[src/rtl/pe_pkg.sv]
// pe_pkg: shared opcodes, context-word layout helpers and FSM state encoding for the context-sequenced PE.
package pe_pkg;
  localparam logic [3:0] OP_PASS = 4'd0;
  localparam logic [3:0] OP_ADD  = 4'd1;
  localparam logic [3:0] OP_SUB  = 4'd2;
  localparam logic [3:0] OP_MUL  = 4'd3;
  localparam logic [3:0] OP_AND  = 4'd4;
  localparam logic [3:0] OP_OR   = 4'd5;
  localparam logic [3:0] OP_XOR  = 4'd6;
  localparam logic [3:0] OP_SHL  = 4'd7;
  localparam logic [3:0] OP_SHR  = 4'd8;
  localparam logic [3:0] OP_LTU  = 4'd9;
  localparam logic [3:0] OP_MAXU = 4'd10;
  localparam logic [3:0] OP_MINU = 4'd11;
  localparam int OP_W  = 4;
  localparam int ACC_W = 1;
  function automatic int sel_w(input int num_in);
    return $clog2(num_in + 1);
  endfunction
  function automatic int ctx_w(input int num_in);
    return 2 * sel_w(num_in) + OP_W + num_in + ACC_W;
  endfunction
  function automatic int off_sel_b(input int num_in);
    return sel_w(num_in);
  endfunction
  function automatic int off_op(input int num_in);
    return 2 * sel_w(num_in);
  endfunction
  function automatic int off_out_en(input int num_in);
    return 2 * sel_w(num_in) + OP_W;
  endfunction
  typedef enum logic {ST_IDLE, ST_RUN} state_t;
endpackage

[src/rtl/pe_ctx_seq_if.sv]
// pe_ctx_seq_if: data buses, context-load port and sequencer control/status of one PE.
interface pe_ctx_seq_if #(parameter int DW = 32, parameter int NUM_IN = 6, parameter int CTX_DEPTH = 8);
  import pe_pkg::*;
  localparam int CTXW = ctx_w(NUM_IN);
  localparam int AW = $clog2(CTX_DEPTH);
  logic [NUM_IN*DW-1:0] din;
  logic [NUM_IN*DW-1:0] dout;
  logic                 cfg_we;
  logic [AW-1:0]        cfg_addr;
  logic [CTXW-1:0]      cfg_data;
  logic [AW-1:0]        last_ctx;
  logic                 loop_en;
  logic                 start;
  logic                 stop;
  logic                 busy;
  logic                 done;
  logic [15:0]          iter_cnt;
  modport master(output din, cfg_we, cfg_addr, cfg_data, last_ctx, loop_en, start, stop,
                 input dout, busy, done, iter_cnt);
  modport slave(input din, cfg_we, cfg_addr, cfg_data, last_ctx, loop_en, start, stop,
                output dout, busy, done, iter_cnt);
endinterface

[src/rtl/pe_alu.sv]
// pe_alu: unsigned modulo-2^DW ALU executing one context opcode.
module pe_alu import pe_pkg::*; #(parameter int DW = 32) (
    input  logic [DW-1:0] a,
    input  logic [DW-1:0] b,
    input  logic [3:0]    op,
    output logic [DW-1:0] y
);
    always_comb begin
        y = '0;
        case (op)
            OP_PASS: y = a;
            OP_ADD:  y = a + b;
            OP_SUB:  y = a - b;
            OP_MUL:  y = a * b;
            OP_AND:  y = a & b;
            OP_OR:   y = a | b;
            OP_XOR:  y = a ^ b;
            OP_SHL:  y = a << b[4:0];
            OP_SHR:  y = a >> b[4:0];
            OP_LTU:  y = {{(DW-1){1'b0}}, a < b};
            OP_MAXU: y = a > b ? a : b;
            OP_MINU: y = a < b ? a : b;
            default: y = '0;
        endcase
    end
endmodule

[src/rtl/pe_ctx_seq.sv]
// pe_ctx_seq: CGRA PE stepping one context per cycle through a small context memory,
// optionally looping, with registered output buses and an internal accumulator.
module pe_ctx_seq import pe_pkg::*; #(
    parameter int DW = 32,
    parameter int NUM_IN = 6,
    parameter int CTX_DEPTH = 8
) (
    input logic         clk,
    input logic         rst,
    pe_ctx_seq_if.slave bus
);
    localparam int SELW = sel_w(NUM_IN);
    localparam int CTXW = ctx_w(NUM_IN);
    localparam int AW = $clog2(CTX_DEPTH);
    state_t state, state_nx;
    logic [CTXW-1:0] ctx [CTX_DEPTH];
    logic [CTXW-1:0] cw;
    logic [AW-1:0] pc, last_q;
    logic loop_q, run, at_last, done_q;
    logic [DW-1:0] acc, a, b, y;
    logic [NUM_IN*DW-1:0] dout_q;
    logic [15:0] iter_q;
    logic [SELW-1:0] sel_a, sel_b;
    logic [3:0] op;
    logic [NUM_IN-1:0] out_en;
    logic acc_en;
    assign cw     = ctx[pc];
    assign sel_a  = cw[SELW-1:0];
    assign sel_b  = cw[off_sel_b(NUM_IN) +: SELW];
    assign op     = cw[off_op(NUM_IN) +: OP_W];
    assign out_en = cw[off_out_en(NUM_IN) +: NUM_IN];
    assign acc_en = cw[CTXW-1];
    assign run     = state == ST_RUN;
    assign at_last = pc == last_q;
    // Code NUM_IN picks the accumulator; anything above reads as zero.
    always_comb begin
        a = sel_a < NUM_IN ? bus.din[sel_a*DW +: DW] : sel_a == NUM_IN ? acc : '0;
        b = sel_b < NUM_IN ? bus.din[sel_b*DW +: DW] : sel_b == NUM_IN ? acc : '0;
    end
    pe_alu #(.DW(DW)) u_alu (.a(a), .b(b), .op(op), .y(y));
    always_comb begin
        state_nx = state;
        state_nx = (state == ST_IDLE && bus.start) ? ST_RUN
                 : (run && (bus.stop || (at_last && !loop_q))) ? ST_IDLE : state;
    end
    always_ff @(posedge clk)
        state <= !rst ? ST_IDLE : state_nx;
    always_ff @(posedge clk) begin
        if (!rst) begin
            pc <= '0;
            last_q <= '0;
            loop_q <= 1'b0;
            iter_q <= '0;
            done_q <= 1'b0;
            acc <= '0;
            dout_q <= '0;
            for (int i = 0; i < CTX_DEPTH; i++) ctx[i] <= '0;
        end else begin
            done_q <= run && !bus.stop && at_last && !loop_q;
            if (bus.cfg_we) ctx[bus.cfg_addr] <= bus.cfg_data;
            if (state == ST_IDLE && bus.start) begin
                last_q <= bus.last_ctx;
                loop_q <= bus.loop_en;
                pc <= '0;
                iter_q <= '0;
            end
            if (run) begin
                for (int i = 0; i < NUM_IN; i++) if (out_en[i]) dout_q[i*DW +: DW] <= y;
                if (acc_en) acc <= y;
                if (!bus.stop) begin
                    if (!at_last) pc <= pc + 1'b1;
                    else if (loop_q) begin
                        pc <= '0;
                        iter_q <= iter_q + 16'd1;
                    end else iter_q <= 16'd1;
                end
            end
        end
    end
    assign bus.dout     = dout_q;
    assign bus.busy     = run;
    assign bus.done     = done_q;
    assign bus.iter_cnt = iter_q;
endmodule

[src/flat_wrapper.sv]
// flat-port wrapper written by rule: the top's interface ports become plain ports
module pe_ctx_seq_flat import pe_pkg::*;
#(
    parameter int DW = 32,
    parameter int NUM_IN = 6,
    parameter int CTX_DEPTH = 8
)
  (clk, rst, bus_din, bus_cfg_we, bus_cfg_addr, bus_cfg_data, bus_last_ctx, bus_loop_en, bus_start, bus_stop, bus_dout, bus_busy, bus_done, bus_iter_cnt);
  pe_ctx_seq_if #(.DW(DW), .NUM_IN(NUM_IN), .CTX_DEPTH(CTX_DEPTH)) bus_i ();
  input logic clk;
  input logic rst;
  input wire logic [$bits(bus_i.din)-1:0] bus_din;
  input wire logic [$bits(bus_i.cfg_we)-1:0] bus_cfg_we;
  input wire logic [$bits(bus_i.cfg_addr)-1:0] bus_cfg_addr;
  input wire logic [$bits(bus_i.cfg_data)-1:0] bus_cfg_data;
  input wire logic [$bits(bus_i.last_ctx)-1:0] bus_last_ctx;
  input wire logic [$bits(bus_i.loop_en)-1:0] bus_loop_en;
  input wire logic [$bits(bus_i.start)-1:0] bus_start;
  input wire logic [$bits(bus_i.stop)-1:0] bus_stop;
  output wire logic [$bits(bus_i.dout)-1:0] bus_dout;
  output wire logic [$bits(bus_i.busy)-1:0] bus_busy;
  output wire logic [$bits(bus_i.done)-1:0] bus_done;
  output wire logic [$bits(bus_i.iter_cnt)-1:0] bus_iter_cnt;
  assign bus_i.din = bus_din;
  assign bus_i.cfg_we = bus_cfg_we;
  assign bus_i.cfg_addr = bus_cfg_addr;
  assign bus_i.cfg_data = bus_cfg_data;
  assign bus_i.last_ctx = bus_last_ctx;
  assign bus_i.loop_en = bus_loop_en;
  assign bus_i.start = bus_start;
  assign bus_i.stop = bus_stop;
  assign bus_dout = bus_i.dout;
  assign bus_busy = bus_i.busy;
  assign bus_done = bus_i.done;
  assign bus_iter_cnt = bus_i.iter_cnt;
  pe_ctx_seq #(.DW(DW), .NUM_IN(NUM_IN), .CTX_DEPTH(CTX_DEPTH)) u_core (.clk(clk), .rst(rst), .bus(bus_i));
endmodule
[config.mk]
export PLATFORM = sky130hd
export DESIGN_NAME = pe_ctx_seq_flat
export DESIGN_NICKNAME = d
export VERILOG_FILES = /design/src/rtl/pe_pkg.sv /design/src/rtl/pe_ctx_seq_if.sv /design/src/rtl/pe_alu.sv /design/src/rtl/pe_ctx_seq.sv /design/src/flat_wrapper.sv
export SDC_FILE = /design/constraint.sdc
export NUM_CORES = 2
export LEC_CHECK = 0
export ABC_CLOCK_PERIOD_IN_PS = 11500
export BUFFER_PORTS_ARGS = -buffer_cell sky130_fd_sc_hd__buf_2
export CORE_ASPECT_RATIO = 0.5
export CORE_MARGIN = 5
export CORE_UTILIZATION = 45
export DETAILED_ROUTE_END_ITERATION = 16
export PLACE_DENSITY = 0.61
export SETUP_SLACK_MARGIN = 0.4
export SYNTH_ARGS = -nofsm -noshare
export SYNTH_HDL_FRONTEND = slang
export SYNTH_SLANG_ARGS = --single-unit
export TNS_END_PERCENT = 10
[constraint.sdc]
create_clock -name clk -period 11.5 [get_ports clk]
set_input_delay 1.15 -clock clk [delete_from_list [all_inputs] [get_ports clk]]
set_output_delay 1.15 -clock clk [all_outputs]
set_load 0.02 [all_outputs]
==> metrics.txt <==
status=completed; unrepaired setup endpoints after global routing=false; all-layer global routing usage=0.413; worst min path class=reg -> reg; Worst Clk Skew=23.0 ps; Layout area overhead=14.1%; crit path kind=reg -> reg; Die Y=roughly 230 um; GP Congestion=1.08; fillers=9,087; CP max-delay cell=mux4_2; synth warn=0; Seq/Total Area, Yosys=0.210; final wirelength=218,000 um; vias in the first global route=41,250; crit-path max FO=15; grt ovf=0; critical path startpoint=u_core.pc[0]; Most used DFF post-synth=dfxtp_1; dominant cell type by area after synthesis=fa_1; Final Slew Violations=0; Rows=80; detailed placement HPWL=170,000 um; vias=42,315; Crit path arrival time=11,280 ps; layout cells sized above 1=0.188; largest net degree at the start of global routing=108; reg-to-reg startpoint=u_core.pc[0]; CTS buffer count=41; first-pass GRT wire length=307,000 um; CTS tree=yes; Cells after Synth=4,924; Area contributors post-synth=fa_1 (19%), dfxtp_1 (12%), edfxtp_1 (9.5%), mux2i_1 (7.2%), ha_1 (6.4%); Syn Nets=approximately 5,800; Tmin final=10,780 ps; H-tree depth=2; Max Freq=0.0928 GHz; Final setup violation count=0; WP data required=12,010 ps; Post-synth EDFFs=136; syn avg cell area=8.76 um^2; count of different cell masters after synthesis=99; slew margin rel.=0.0966; Nets=6,159; CTS Buffer Depth=3; die width=448 um; residual DRC count=0; final hold violations=0; most frequent CP cell=fa_1; Post-synth ARST share=0; clk slew on worst S/H paths=60 ps; multi-input logic area=30,900 um^2; I/O pin cnt=between 400 and 500; # clock sinks=385; hold slack=slightly below 500 ps; max-cap violation count=0; #FFs+latches synth=slightly below 400; CORE AREA=95,200 um^2; PnR worst setup slack=725 ps; count of input and output buffers=between 400 and 500; initial antenna violation count=24; Starting Density=0.453; clock root cell=clkbuf_16; largest stage delay on the critical path=610 ps; top-area cell type share of the netlist area=0.190; Hold Startpoint=u_core.last_q[0]; count leader, synth=nor2_1; Sum Neg Setup Slack=0 ps; Pre-antenna DRT Iters=8; Clock Latency Late Sink=approximately 600 ps; worst slew pin tran=roughly 1400 ps; DR WL/cell=32.9 um; Final ANT Viol Nets=0; vias per inst=6.39; Final Non-Filler Cells=6,624; nature of the critical path startpoint=register; crit end category=register; Die ar.=102,000 um^2; FF/Latch Area=9070 um^2; Period Utilization, post-route=0.937; DRT iter0 DRCs=6,347; Post-Synthesis Cell Area=43,100 um^2; Post-synth top cells=nor2_1 (664), inv_1 (453), fa_1 (410); worst slack at placement=between 400 and 500 ps; DP Cell Count=6,525
## cell type report
cell class | count | share of cell area
tap | 1271 | 0.0323
antenna | 15 | 0.000763
clock inverter | 21 | 0.00504
inverter | 489 | 0.0375
sequential | 385 | 0.184
multi-input combinational | 3694 | 0.629
clock buffer | 54 | 0.0237
timing repair buffer | 695 | 0.0876
## logic make-up (layout without fill, tap and decap cells)
kind of cell             Yosys count  count (layout)  synth area share
other                              0              15                 0
adder cells (fa/ha/maj)          632             632             0.255
flip-flops                       385             385             0.210
AO/OA/AOI/OAI                   1141            1141             0.177
XOR/XNOR                         113             113            0.0246
buffers and inverters            846            1259            0.0791
AND/OR/NAND/NOR                 1376            1376             0.139
multiplexers                     431             432             0.115
## layer usage
layer / wire length [um] / track usage / part of all wire / vias to the layer above
met5: 98 / 0 / 0.00045 / -
met1: 89600 / 0.577 / 0.41 / 21230
met4: 9560 / 0.143 / 0.044 / 14
met2: 91000 / 0.603 / 0.42 / 2815
li1: - / - / - / 17707
met3: 27800 / 0.131 / 0.13 / 549
## worst max-delay path, delay by kind of cell, from the launching register on
kind | cells | cell delay (ps)
AO/OA/AOI/OAI | 11 | 2460
XOR/XNOR | 1 | 400
adder cells (fa/ha/maj) | 9 | 4190
buffers and inverters | 8 | 1140
flip-flops | 1 | 530
multiplexers | 2 | 1060
AND/OR/NAND/NOR | 3 | 820
## per-stage QoR
step	cell area (um^2)	utilization
final	49200	0.517
after global routing	49200	0.517
after CTS	49000	0.514
after detailed placement	47600	0.500
after global placement	47600	0.500
after floorplan	43100	-
## repair_timing
item                       4_1_cts  5_1_grt
resized for setup                0       13
setup endpoints to repair        0       71
hold buffers                     0        0
setup buffers                    0        8
## registers in the layout, indices dropped and copies added, names as in the netlist
register	count
u_core.loop_q	1
u_core.bus.done	1
u_core.ctx	136
u_core.bus.busy	1
u_core.last_q	3
u_core.bus.iter_cnt	16
u_core.acc	32
u_core.pc	3
u_core.bus.dout	192
## path summary, 6_finish.rpt
| kind | cells past startpoint | to | slack [ps] |
|---|---|---|---|
| worst min register to register | 2 | u_core.last_q[0] | 480 |
| worst min-delay path | 2 | u_core.last_q[0] | 480 |
| worst max-delay path | 34 | u_core.bus.dout[63] | 720 |
| worst max register to register | 34 | u_core.bus.dout[63] | 720 |
## cells in the final DEF, fill, tap and decap left out, drive strengths merged, types with 19 or more instances in the layout
cell,count
nor2,665
xnor2,91
nand3,46
ha,222
a21o,29
nand2,367
mux2,74
nor3,48
a31oi,26
a21oi,316
a22oi,38
dfxtp,249
o211ai,29
o221ai,23
a211oi,111
o21a,21
fa,410
buf,695
o21bai,30
mux4,43
o22ai,34
mux2i,315
and2,146
o21ai,259
edfxtp,136
clkbuf,54
o2bb2ai,19
a221oi,46
inv,486
a221o,38
Power is not shown: default switching activity piles up to over one toggle a cycle in this logic, so the estimate is an artifact.
